[src/rtl/rd53_link_pkg.sv]
// -----------------------------------------------------------------------------
// rd53_link_pkg
// Shared definitions for the RD53 link receive path. This package has no ports.
// It holds the two legal sync headers, the gearbox buffer and block widths, the
// aligner FSM state type, the extracted-block struct, and a header-legality
// helper function.
// -----------------------------------------------------------------------------
package rd53_link_pkg;

    localparam logic [1:0]  C_DATA_HEADER = 2'b01;
    localparam logic [1:0]  C_CMD_HEADER  = 2'b10;

    localparam int unsigned BUF_W     = 194;
    localparam int unsigned BLK_W     = 66;
    localparam int unsigned PAYLOAD_W = 64;

    typedef enum logic {
        HUNT   = 1'b0,
        LOCKED = 1'b1
    } align_state_t;

    typedef struct packed {
        logic [1:0]           hdr;
        logic [PAYLOAD_W-1:0] data;
    } blk_t;

    // A sync header is legal only as data (01) or command (10).
    function automatic logic hdr_is_valid(input logic [1:0] hdr);
        return (hdr == C_DATA_HEADER) || (hdr == C_CMD_HEADER);
    endfunction

endpackage

[src/rtl/descrambler_58.sv]
// -----------------------------------------------------------------------------
// descrambler_58
// Self-synchronous descrambler for the polynomial 1 + x^39 + x^58. It handles
// one 64-bit payload per enabled cycle, MSB first. The 58-bit history holds
// received (scrambled) bits, so a single bit error corrupts only a few output
// bits and the descrambler recovers on its own.
// This module is built only when FRAME_ALIGNER_DESCRAMBLE_EN is defined.
// Ports:
//   clk_i, rst_ni  clock, asynchronous active-low reset (clears history)
//   clr            synchronous clear of the history (wins over en)
//   en             consume data_in and advance the history
//   data_in        scrambled payload
//   data_out       descrambled payload (combinational from data_in + history)
// -----------------------------------------------------------------------------
module descrambler_58
    import rd53_link_pkg::*;
(
    input  logic                 clk_i,
    input  logic                 rst_ni,
    input  logic                 clr,
    input  logic                 en,
    input  logic [PAYLOAD_W-1:0] data_in,
    output logic [PAYLOAD_W-1:0] data_out
);

    logic [57:0] hist_q;
    logic [57:0] hist_d;

    always_comb begin
        hist_d   = hist_q;
        data_out = '0;
        // NOTE: blocking assignments are intentional here; each loop iteration
        // must see the history already shifted by the previous, more significant bit.
        for (int i = PAYLOAD_W - 1; i >= 0; i--) begin
            data_out[i] = data_in[i] ^ hist_d[38] ^ hist_d[57];
            hist_d      = {hist_d[56:0], data_in[i]};
        end
    end

    always_ff @(posedge clk_i or negedge rst_ni) begin
        if (!rst_ni) begin
            hist_q <= '0;
        end else if (clr) begin
            hist_q <= '0;
        end else if (en) begin
            hist_q <= hist_d;
        end
    end

endmodule

[src/rtl/frame_aligner.sv]
// -----------------------------------------------------------------------------
// frame_aligner
// Latches the header seeker's offset when the seeker reports sync. While
// locked, it extracts one 66-bit block (2-bit header plus 64-bit payload) from
// the gearbox buffer on every valid buffer cycle. A windowed bad-header monitor
// drops lock and pulses resync_o once BAD_MAX invalid headers fall inside one
// WIN_LEN-block window.
// Optional macro FRAME_ALIGNER_DESCRAMBLE_EN: adds a 1+x^39+x^58 payload
// descrambler and one extra output stage. With it, blk_*, resync_o and the
// falling edge of locked arrive 2 cycles after buffer_dv instead of 1.
// Ports:
//   clk_i, rst_ni   clock, asynchronous active-low reset
//   gbox_buffer     complete 194-bit gearbox buffer
//   gbox_cnt        gearbox view window index
//   buffer_dv       buffer contents valid this cycle
//   is_synced       seeker sync flag
//   offset_pos      seeker header offset
//   blk_hdr         header of the extracted block
//   blk_data        payload of the extracted block
//   blk_valid       one-cycle strobe, block valid
//   blk_is_cmd      blk_hdr == 2'b10
//   blk_hdr_err     blk_hdr is neither 01 nor 10
//   locked          aligner is locked
//   lock_pos        offset latched at lock
//   resync_o        one-cycle pulse on loss of lock
//   hdr_err_cnt     saturating count of invalid headers seen while locked
// -----------------------------------------------------------------------------
module frame_aligner
    import rd53_link_pkg::*;
#(
    parameter int unsigned WIN_LEN = 64,
    parameter int unsigned BAD_MAX = 8,
    parameter int unsigned MAX_POS = 65
) (
    input  logic                 clk_i,
    input  logic                 rst_ni,
    input  logic [BUF_W-1:0]     gbox_buffer,
    input  logic [5:0]           gbox_cnt,
    input  logic                 buffer_dv,
    input  logic                 is_synced,
    input  logic [6:0]           offset_pos,
    output logic [1:0]           blk_hdr,
    output logic [PAYLOAD_W-1:0] blk_data,
    output logic                 blk_valid,
    output logic                 blk_is_cmd,
    output logic                 blk_hdr_err,
    output logic                 locked,
    output logic [6:0]           lock_pos,
    output logic                 resync_o,
    output logic [15:0]          hdr_err_cnt
);

    localparam int WIN_W = $clog2(WIN_LEN);
    localparam int BAD_W = $clog2(BAD_MAX + 1);

    align_state_t     state_q, state_d;
    logic             locked_fsm;
    logic [6:0]       lock_pos_q;
    logic [WIN_W-1:0] win_cnt_q;
    logic [BAD_W-1:0] bad_cnt_q;
    logic [BAD_W-1:0] bad_inc;
    logic [15:0]      hdr_err_cnt_q;

    // ---- Extraction -------------------------------------------------------
    // The header sits at H = 127 - gbox_cnt + lock_pos. The payload occupies
    // the 64 bits below it, so the block starts at bit H-64. One right shift
    // brings the whole 66-bit block down to bit 0.
    logic [7:0] hdr_pos;
    logic [7:0] blk_lsb;
    blk_t       blk_raw;

    assign hdr_pos = 8'd127 - {2'b00, gbox_cnt} + {1'b0, lock_pos_q};
    assign blk_lsb = hdr_pos - 8'd64;
    assign blk_raw = blk_t'(BLK_W'(gbox_buffer >> blk_lsb));

    // ---- Control ------------------------------------------------------------
    logic blk_en, blk_bad, lock_now, lose_lock;

    assign blk_en    = buffer_dv && (state_q == LOCKED);
    assign blk_bad   = !hdr_is_valid(blk_raw.hdr);
    assign bad_inc   = bad_cnt_q + BAD_W'(blk_bad);
    assign lose_lock = blk_en && blk_bad && (bad_inc == BAD_W'(BAD_MAX));
    assign lock_now  = (state_q == HUNT) && buffer_dv && is_synced
                       && (offset_pos <= 7'(MAX_POS));

    // ---- FSM ----------------------------------------------------------------
    // NOTE: state and every other register update with non-blocking
    // assignments, so all flops sample pre-edge values and never race each other.
    always_ff @(posedge clk_i or negedge rst_ni) begin
        if (!rst_ni) state_q <= HUNT;
        else         state_q <= state_d;
    end

    // NOTE: state_d gets a default before the case, so no path leaves it
    // unassigned and no latch is inferred.
    always_comb begin
        state_d = state_q;
        unique case (state_q)
            HUNT:    if (lock_now)  state_d = LOCKED;
            LOCKED:  if (lose_lock) state_d = HUNT;
            default: state_d = HUNT;
        endcase
    end

    always_comb begin
        locked_fsm = (state_q == LOCKED);
    end

    // ---- Lock position and bad-header monitor ----------------------------
    always_ff @(posedge clk_i or negedge rst_ni) begin
        if (!rst_ni) begin
            lock_pos_q    <= '0;
            win_cnt_q     <= '0;
            bad_cnt_q     <= '0;
            hdr_err_cnt_q <= '0;
        end else if (lock_now) begin
            lock_pos_q <= offset_pos;
            win_cnt_q  <= '0;
            bad_cnt_q  <= '0;
        end else if (blk_en) begin
            // WIN_LEN is a power of two, so win_cnt_q wraps without extra logic.
            win_cnt_q <= win_cnt_q + 1'b1;
            // The last block of a window is already counted in bad_inc, and
            // lose_lock has compared it before this clear takes effect.
            if (win_cnt_q == WIN_W'(WIN_LEN - 1)) bad_cnt_q <= '0;
            else                                  bad_cnt_q <= bad_inc;
            if (blk_bad && (hdr_err_cnt_q != 16'hFFFF))
                hdr_err_cnt_q <= hdr_err_cnt_q + 16'd1;
        end
    end

    // ---- Output stage 1 ------------------------------------------------------
    blk_t blk_q;
    logic valid_q, cmd_q, err_q, resync_q;

    always_ff @(posedge clk_i or negedge rst_ni) begin
        if (!rst_ni) begin
            blk_q    <= '0;
            valid_q  <= 1'b0;
            cmd_q    <= 1'b0;
            err_q    <= 1'b0;
            resync_q <= 1'b0;
        end else begin
            valid_q  <= blk_en;
            resync_q <= lose_lock;
            if (blk_en) begin
                blk_q <= blk_raw;
                cmd_q <= (blk_raw.hdr == C_CMD_HEADER);
                err_q <= blk_bad;
            end
        end
    end

    assign lock_pos    = lock_pos_q;
    assign hdr_err_cnt = hdr_err_cnt_q;

`ifdef FRAME_ALIGNER_DESCRAMBLE_EN
    // ---- Descrambler and output stage 2 -------------------------------------
    logic [PAYLOAD_W-1:0] plain;
    blk_t                 blk_q2;
    logic                 valid_q2, cmd_q2, err_q2, resync_q2;

    descrambler_58 u_descrambler (
        .clk_i    (clk_i),
        .rst_ni   (rst_ni),
        .clr      (lock_now),
        .en       (valid_q),
        .data_in  (blk_q.data),
        .data_out (plain)
    );

    always_ff @(posedge clk_i or negedge rst_ni) begin
        if (!rst_ni) begin
            blk_q2    <= '0;
            valid_q2  <= 1'b0;
            cmd_q2    <= 1'b0;
            err_q2    <= 1'b0;
            resync_q2 <= 1'b0;
        end else begin
            valid_q2  <= valid_q;
            resync_q2 <= resync_q;
            if (valid_q) begin
                blk_q2 <= '{hdr: blk_q.hdr, data: plain};
                cmd_q2 <= cmd_q;
                err_q2 <= err_q;
            end
        end
    end

    assign blk_hdr     = blk_q2.hdr;
    assign blk_data    = blk_q2.data;
    assign blk_valid   = valid_q2;
    assign blk_is_cmd  = cmd_q2;
    assign blk_hdr_err = err_q2;
    assign resync_o    = resync_q2;
    // Keep locked high while the loss-of-lock block is still in stage 2, so
    // it falls together with resync_o.
    assign locked      = locked_fsm | resync_q;
`else
    assign blk_hdr     = blk_q.hdr;
    assign blk_data    = blk_q.data;
    assign blk_valid   = valid_q;
    assign blk_is_cmd  = cmd_q;
    assign blk_hdr_err = err_q;
    assign resync_o    = resync_q;
    assign locked      = locked_fsm;
`endif

endmodule

[config.mk]
export PLATFORM = sky130hd
export DESIGN_NAME = frame_aligner
export DESIGN_NICKNAME = d
export VERILOG_FILES = /design/src/rtl/rd53_link_pkg.sv /design/src/rtl/descrambler_58.sv /design/src/rtl/frame_aligner.sv
export SDC_FILE = /design/constraint.sdc
export NUM_CORES = 1
export LEC_CHECK = 0
export BUFFER_PORTS_ARGS = -buffer_cell sky130_fd_sc_hd__buf_2
export CAP_MARGIN = 20
export CORE_ASPECT_RATIO = 0.6
export CORE_MARGIN = 10
export CORE_UTILIZATION = 45
export CTS_BUF_LIST = sky130_fd_sc_hd__clkbuf_16
export CTS_CLUSTER_SIZE = 40
export DETAILED_ROUTE_END_ITERATION = 12
export PLACE_DENSITY = 0.65
export SLEW_MARGIN = 40
export SYNTH_ARGS = -nofsm -noshare
export SYNTH_HDL_FRONTEND = slang
export SYNTH_SLANG_ARGS = --single-unit
export TNS_END_PERCENT = 5
[constraint.sdc]
create_clock -name clk_i -period 6.5 [get_ports clk_i]
set_clock_uncertainty 0.2 [all_clocks]
set_input_delay 1.3 -clock clk_i [delete_from_list [all_inputs] [get_ports clk_i]]
set_output_delay 1.3 -clock clk_i [all_outputs]
set_load 0.005 [all_outputs]
; ---- Word-level counts from Yosys, hierarchy flattened
; Index checks and enable logic that the tools add are counted.
[classes]
addsub = 6
magnitude_cmp = 1
eq_ne = 5
n_shift = 1
n_mux = 8
bitwise = 2
reduce_logical = 11
[ops]
columns = cell, n
row1 = $shr 194x8->66, 1
row2 = $add 16x1->16 const B, 1
row3 = $ne 16x16->1 const B, 1
row4 = $mux 4, 3
row5 = $mux 6, 2
row6 = $add 8x7->8, 1
row7 = $sub 7x6->8 const A, 1
row8 = $sub 8x7->8 const B, 1
row9 = $le 7x7->1 const B, 1
row10 = $logic_and 1x1->1, 7
row11 = $add 6x1->6 const B, 1
row12 = $eq 6x6->1 const B, 1
row13 = $add 4x1->4, 1
row14 = $eq 4x4->1 const B, 1
row15 = $reduce_and 3->1, 1
row16 = $eq 2x1->1 const B, 1
row17 = $eq 2x2->1 const B, 1
row18 = $mux 1, 2
row19 = $not 1->1, 2
row20 = $pmux 1 s2, 1
row21 = $reduce_bool 2->1, 1
row22 = $logic_not 1->1, 1
row23 = $logic_or 1x1->1, 1
[word_totals]
ff_bits = 104
in_bits = 211
wordCells = 45

; ---- Depth between registers and ports, before layout
; Gate-level depths: netlist of the first run.
[logic_depth]
depth_word = 12
ltp_mapped = 22
ltp_nobuf = 19

; ---- Least setup slack after synthesis of the first run
; No wires, ideal clock.
[synth_timing]
kind = in2reg
startpoint = in gbox_cnt[1]
endpoint = reg state_q, in the netlist locked
setup_ns = 0.124
t_arrival_ns = 5.747
slack_ns = 0.429
cell_stages = 22
path_cell_list = inv_1 > ha_1 > ha_1 > inv_1 > fa_1 > buf_2 > buf_2 > buf_2 > buf_2 > buf_2 > mux2i_1 > nor4_1 > nor3_1 > and2_1 > o22ai_1 > ha_1 > ha_1 > ha_1 > xor2_1 > or3_1 > nor3_1 > o21bai_1
[synth_rtl]
columns = element, line
row1 = "start, declared", frame_aligner.sv:38  ; input logic [5:0] gbox_cnt,
row2 = "end signal, assigned", frame_aligner.sv:91  ; else state_q <= state_d;
row3 = "end, declared", frame_aligner.sv:56  ; align_state_t state_q, state_d;

; ---- Final worst setup path of the first run
[layout_timing]
startpoint = in gbox_cnt[1]
endpoint = reg state_q, in the netlist locked
[layout_via]
elab_chain_cells = 12
[layout_lines]
columns = element, line
row1 = $sub 7x6->8 (*), frame_aligner.sv:72  ; assign hdr_pos = 8'd127 - {2'b00, gbox_cnt} + {1'b0, lock_pos_q};
row2 = $add 8x7->8 (*), frame_aligner.sv:72
row3 = $sub 8x7->8 (*), frame_aligner.sv:73  ; assign blk_lsb = hdr_pos - 8'd64;
row4 = $shr 194x8->66 (*), frame_aligner.sv:74  ; assign blk_raw = blk_t'(BLK_W'(gbox_buffer >> blk_lsb));
row5 = $eq 2x1->1 / $eq 2x2->1 (equally long branches), rd53_link_pkg.sv:29  ; return (hdr == C_DATA_HEADER) || (hdr == C_CMD_HEADER);
row6 = $logic_or 1x1->1 (*), rd53_link_pkg.sv:29
row7 = $logic_not 1->1 (*), frame_aligner.sv:80  ; assign blk_bad = !hdr_is_valid(blk_raw.hdr);
row8 = via blk_bad, frame_aligner.sv:77  ; logic blk_en, blk_bad, lock_now, lose_lock;
row9 = $add 4x1->4, frame_aligner.sv:81  ; assign bad_inc = bad_cnt_q + BAD_W'(blk_bad);
row10 = $eq 4x4->1, frame_aligner.sv:82  ; assign lose_lock = blk_en && blk_bad && (bad_inc == BAD_W'(BAD_MAX));
row11 = $logic_and 1x1->1 (*), frame_aligner.sv:82
row12 = via lose_lock, frame_aligner.sv:77
row13 = $mux 1 (*), frame_aligner.sv:100  ; LOCKED: if (lose_lock) state_d = HUNT;
row14 = $pmux 1 s2 (*), frame_aligner.sv:98  ; unique case (state_q)
row15 = via state_d, frame_aligner.sv:56
; Mark *: on every way through the listed nets, which the timed path passes. The rest lies on a longest branch.
; A chain may end at the register's enable or synchronous reset.

==> results of run 1 <==
-- worst min-delay path, cell delays in order (launching register included) --
cell     delay (ns)
dfrtp_1        0.35
nand2_1        0.05
nand2_1        0.05
-- path summary, 6_finish.rpt --
kind	startpoint	to	cells after the start
setup / recovery	gbox_cnt[1]	locked	20
max in group asynchronous	rst_ni	lock_pos[6]	2
hold reg to reg	blk_is_cmd	blk_is_cmd	2
min in group asynchronous	rst_ni	win_cnt_q[2]	1
setup reg to reg	lock_pos[1]	locked	18
hold / removal	blk_is_cmd	blk_is_cmd	2
-- cell usage after synthesis, drive strengths merged (12+ instances only) --
cell type  instances
o22ai             25
mux4             254
mux2i            246
clkbuf            59
inv               29
nor2             145
a221oi            18
buf              155
xnor2             12
ha                18
dfrtp            104
nor3              76
a31oi             26
o21ai             67
and3              32
a211o             26
nand2            183
o211ai            49
a22oi             21
or3               16
xor2              16
mux2             130
a211oi            38
a21oi             62
nand3             89
-- per-layer routing --
metal  share of wire [%]  vias up  track usage, %
li1                    -     8993               -
met1                  41    10997            54.2
met2                  41     1887            55.6
met3                  15      228            13.5
met4                 3.8        2            12.8
met5               0.012        -               0
-- logic make-up (layout without fill, tap and decap cells) --
group                    count (synthesis)  after routing  synth area share, %
multiplexers                           630            630                 48.0
XOR/XNOR                                28             28                 1.35
AO/OA/AOI/OAI                          458            458                 16.5
other                                    0              1                    0
adder cells (fa/ha/maj)                 19             19                 1.22
buffers and inverters                  243            561                 6.34
flip-flops                             104            104                 13.0
AND/OR/NAND/NOR                        597            597                 13.6
-- metrics by stage --
stage,power (mW),hold slack (ns),area (um^2),utilization (%),instances
after CTS,9.75,0.282,23400,53.5,2976
after global routing,10.4,0.305,23400,53.6,2976
after global placement,9.09,0.256,23100,52.7,2959
after floorplan,5.66,0.270,20100,-,2079
after detailed placement,9.11,0.263,23100,52.8,2960
final,10.2,0.282,23400,53.6,2977
-- layout make-up --
cell class                 count  area share, %
tap                          579           3.10
timing repair buffer         516           14.1
inverter                      29          0.476
clock buffer                   9          0.962
clock inverter                 7          0.406
sequential                   104           11.1
multi-input combinational   1732           69.9
antenna                        1         0.0107
-- cell usage in the layout (no fill, tap or decap), types with 10 or more instances in the layout --
| cell | instances |
|---|---|
| and3_1 | 32 |
| mux4_2 | 253 |
| xnor2_1 | 10 |
| a21oi_1 | 62 |
| mux2_2 | 96 |
| inv_1 | 25 |
| a22oi_1 | 21 |
| nand2_1 | 181 |
| o22ai_1 | 25 |
| o21ai_0 | 44 |
| a211oi_1 | 35 |
| or3_1 | 16 |
| dfrtp_1 | 104 |
| buf_4 | 197 |
| o21ai_1 | 23 |
| o211ai_1 | 49 |
| a221oi_1 | 16 |
| nor3_1 | 72 |
| xor2_1 | 14 |
| nand3_1 | 88 |
| nor2_1 | 144 |
| ha_1 | 16 |
| mux2i_1 | 246 |
| buf_12 | 13 |
| a221o_1 | 11 |
| a211o_1 | 26 |
| and2_1 | 10 |
| a31oi_1 | 26 |
| mux2_1 | 34 |
| buf_2 | 303 |
-- state kept, by name, indices dropped and copies added (netlist names) --
register / count
bad_cnt_q: 4
blk_data: 64
blk_hdr: 2
blk_hdr_err: 1
blk_is_cmd: 1
blk_valid: 1
hdr_err_cnt: 16
lock_pos: 7
locked: 1
resync_o: 1
win_cnt_q: 6
-- where the power goes --
group	switching, mW	internal (mW)	total (mW)
logic	5.17	3.25	8.42
clock network	0.303	0.312	0.615
registers	0.214	0.913	1.13
total	5.68	4.48	10.2
==> impl_results.md, run 1 <==
- Post-DR wirelength/cell: 36.4 um
- Max-Cap Viols: 0
- Hold crit path type: flip-flop to flip-flop
- Die width: 293 um
- First-pass GRT wire length: 155,000 um
- Max-slew violations: 0
- DIE AREA: 53,800 um^2
- CP Cell Sequence: buf_2 -> inv_1 -> ha_1 -> ha_4 -> inv_1 -> fa_4 -> xor2_4 -> buf_12 -> buf_4 -> mux4_2 -> mux4_2 -> a2bb2oi_1 -> o211a_1 -> ha_1 -> ha_1 -> ha_1 -> xor2_1 -> or3_1 -> nor3_1 -> o21bai_1
- Outcome: completed
- Initial DRC count: 3,810
- FILL cells: 4,040
- Seq. cell area: 2600 um^2
- Routability cong.: 1.08
- Setup Slack @ Placement: -0.131 ns
- Netlist cell types: 85
- Synth top area cells: mux4_2, dfrtp_1, mux2i_1, mux2_2, nand2_1
- Slew headroom: 37.2%
- CTS root buffer: clkbuf_16
- Pin count of the biggest net entering global routing: 97
- Initial antenna violation count: 3
- Grt total ovfl: 0
- Max incr delay on CP: 0.59 ns
- DP HPWL: 87,200 um
- Multi-input gate area: 16,400 um^2
- Worst setup SP type: input port
- Register-to-register path setup slack: 0.84 ns
- Period Utilization, post-route: 96.2%
- Synth-to-Final Area Change: 16.5%
- Via density: 7.43
- Vias in the first global route: 21,189
- Leak: 9.95 nW
- Register area share after synthesis: 13.0%
- CTS clock-pin slew for the worst setup and hold paths: 0.08 ns
- Hold buffers post-CTS: 0
- Mapped Avg Cell Area: 9.66 um^2
- #FFs+latches synth: 104
- Worst VDD drop: 231 uV
- Post-route setup TNS: 0 ns
- Rows: 59
- Post-route ant nets: 0
- Crit Path Max Fanout: 5
- Fmax: 160 MHz
- I/O pin count: 305
- TritonRoute pass-1 iters: 9
- Post-synthesis instance total: 2,079
- Postcts setup bufs: 0
- Syn Nets: 2,309
- CTS resizes: 0
- CP arrival: 6.33 ns
- Cell mode on critical path: ha_1
- Htree depth: 3
- # port buffers: 304
- Inserted Clock Buffers: 9
- Total GRT Usage: 39.0%
- Die height: 184 um
- Asr flop ratio synth: 100%
- Worst-Margin Slew: 0.916 ns
- Skew-Pair Late Insertion Delay: 0.38 ns
- EDFF count, synth: 0
- Area of the core: 43,700 um^2
- Final nets: 2,622
- Initial Util: 46.0%
- CP top delay family: adder cells
- Critical Path Sink Type: flip-flop
- CTS tree: built
- PD cells: 434 nW/um^2
- Setup violators final: 0
- Final Critical Period: 6.26 ns
- Clock sinks: 104
- Final worst-path setup slack: 0.244 ns
- Area share of the largest cell type after synthesis: 28.4%
- Main flop type after synthesis: dfrtp_1
- Layout cells sized above 1: 38.1%
- Crit Path Category: input port to flip-flop
- # DRC: 0
- Yosys warns: 0
- Bufs and invs on worst path: 5
- Critical path's slowest cell: mux4_2
- Vias: 22,107
- WL final: 108,000 um
- RSZ-0062 raised after global routing: false
- CTS max path bufs: 2
- CP required: 6.57 ns
- Final hold vios: 0
- Mapped Area: 20,100 um^2
- Largest area contributor in the netlist: mux4_2
(Power assumes the default switching activity.)
==> run 2: changes to the inputs <==
--- a/config.mk
+++ b/config.mk
@@ -13,7 +13,7 @@
 export CTS_BUF_LIST = sky130_fd_sc_hd__clkbuf_16
 export CTS_CLUSTER_SIZE = 40
 export DETAILED_ROUTE_END_ITERATION = 12
-export PLACE_DENSITY = 0.65
+export PLACE_DENSITY = 0.76
 export SLEW_MARGIN = 40
 export SYNTH_ARGS = -nofsm -noshare
 export SYNTH_HDL_FRONTEND = slang
==> run 2 against run 1 <==
  * Via count up 1.6%
  * Worst hold slack better by 0.0023 ns
  * Critical path depth unchanged
  * Cell count up 0.64%
  * Register-to-register slack worse by 0.05 ns
  * Combinational power about the same
  * Design area up 0.37%
  * Critical endpoint unchanged
  * Largest cell class unchanged
==> impl_results.md, run 2 (synthesis gave the netlist of run 1 again) <==
- Outcome: completed
- Inserted Clock Buffers: 9
- Crit Path Category: input port to flip-flop
- Worst setup SP type: input port
- Postcts setup bufs: 0
- Multi-input gate area: 16,400 um^2
- First-pass GRT wire length: 155,000 um
- Worst-Margin Slew: 0.966 ns
- R2R depth: 18
- Slew headroom: 33.8%
- Skew-Pair Late Insertion Delay: 0.37 ns
- Register-to-register path setup slack: 0.79 ns
- DP HPWL: 87,000 um
- Max-slew violations: 0
- Vias: 22,466
- Setup violators final: 0
- RSZ-0062 raised after global routing: false
- Die height: 184 um
- Period Utilization, post-route: 97.4%
- Crit Path Max Fanout: 15
- CP startpoint: gbox_cnt[1]
- CP arrival: 6.39 ns
- Final nets: 2,637
- Clock sinks: 104
- Max incr delay on CP: 0.60 ns
- Critical Path Sink Type: flip-flop
- DIE AREA: 53,800 um^2
- CTS max path bufs: 2
- Hold Crit Start: blk_hdr_err
- CTS resizes: 0
- Initial Util: 46.0%
- Rows: 59
- Total GRT Usage: 38.7%
- Grt total ovfl: 0
- Worst VDD drop: 176 uV
- Max-Cap Viols: 0
- Vias in the first global route: 21,312
- Leak: 10.0 nW
- WL final: 108,000 um
- Reg2reg end: locked
- CTS tree: built
- CTS root buffer: clkbuf_16
- CTS clock-pin slew for the worst setup and hold paths: 0.08 ns
- TritonRoute pass-1 iters: 6
- Htree depth: 3
- Post-DR wirelength/cell: 35.9 um
- DP Cell Count: 2,973
- Post-route ant nets: 0
- Final Critical Period: 6.33 ns
- Critical path's slowest cell: fa_4
- Setup Slack @ Placement: -0.227 ns
- Most frequent cells in the layout: buf_2, mux4_2, mux2i_1
- Layout cells sized above 1: 38.4%
- Initial antenna violation count: 7
- Via density: 7.50
- Worst Hold Path EP: blk_hdr_err
- Hold crit path type: flip-flop to flip-flop
- Pin count of the biggest net entering global routing: 109
- Hold buffers post-CTS: 0
- CP required: 6.56 ns
- Synth-to-Final Area Change: 16.9%
- I/O pin count: 305
- Final worst-path setup slack: 0.171 ns
- Max reg flops: 64
- FILL cells: 4,010
- Routability cong.: 1.08
- Area of the core: 43,700 um^2
- Initial DRC count: 4,172
- Cell mode on critical path: ha_1
- # DRC: 0
- Fmax: 158 MHz
- Seq. cell area: 2600 um^2
- Non-Filler Instances: 2,996
- Die width: 293 um
- Most common cell after layout, fill and taps aside: buf_2
- CP Cell Sequence: buf_2 -> inv_1 -> ha_1 -> ha_4 -> inv_1 -> fa_4 -> xor2_4 -> buf_12 -> buf_12 -> mux4_1 -> mux4_2 -> a2bb2oi_1 -> o211a_1 -> ha_1 -> ha_1 -> ha_1 -> xor2_1 -> or3_1 -> nor3_1 -> o21bai_1
- # port buffers: 304
- PD cells: 432 nW/um^2
- Hold Path Cell Cnt: 2
- R2R Path Start: lock_pos[1]
- Final hold vios: 0
run 2: how the worst max path moves through the flow:
stage | slack [ns] | to | cells past startpoint
global placement | -0.1 | locked | 19
floorplan | 0.43 | locked | 22
global route | 0.1 | locked | 19
finish | 0.17 | locked | 20
CTS | 0.14 | locked | 19
detailed placement | -0.23 | locked | 19
run 2: metrics by stage:
step	hold slack, ns	setup TNS [ns]	util (%)	instance area [um^2]	power, mW
CTS	0.283	0	53.6	23400	9.74
finish	0.284	0	53.8	23500	10.1
floorplan	0.270	0	-	20100	5.66
global route	0.314	0	53.7	23500	10.4
global placement	0.259	-0.0956	52.9	23100	9.10
detailed placement	0.264	-0.368	52.9	23100	9.12
run 2: worst max-delay path, delay by kind of cell:
kind,cells,cell delay [ns]
compound gates,3,0.58
simple gates,2,0.63
mux,2,1.12
xor+xnor,2,0.36
fa+ha+maj,6,1.90
buf+inv,5,0.47
run 2: final cells by class:
cell class | count | share of cell area, %
diodes | 5 | 0.0533
inverters | 29 | 0.474
repair buffers | 531 | 14.4
multi-input cells | 1732 | 69.6
well taps | 579 | 3.08
flip-flops and latches | 104 | 11.1
clock inverters | 7 | 0.341
clock buffers | 9 | 0.959
run 2: where the power goes:
| part | switching (mW) | internal, mW |
|---|---|---|
| Combinational | 5.15 | 3.29 |
| Clock | 0.305 | 0.276 |
| Sequential | 0.214 | 0.913 |
run 2: per-layer routing:
layer | GRT usage (%) | wire, um
met3 | 14.4 | 17000
met2 | 55.1 | 44000
met4 | 13.0 | 4300
met1 | 53.3 | 42300
met5 | 0 | 49
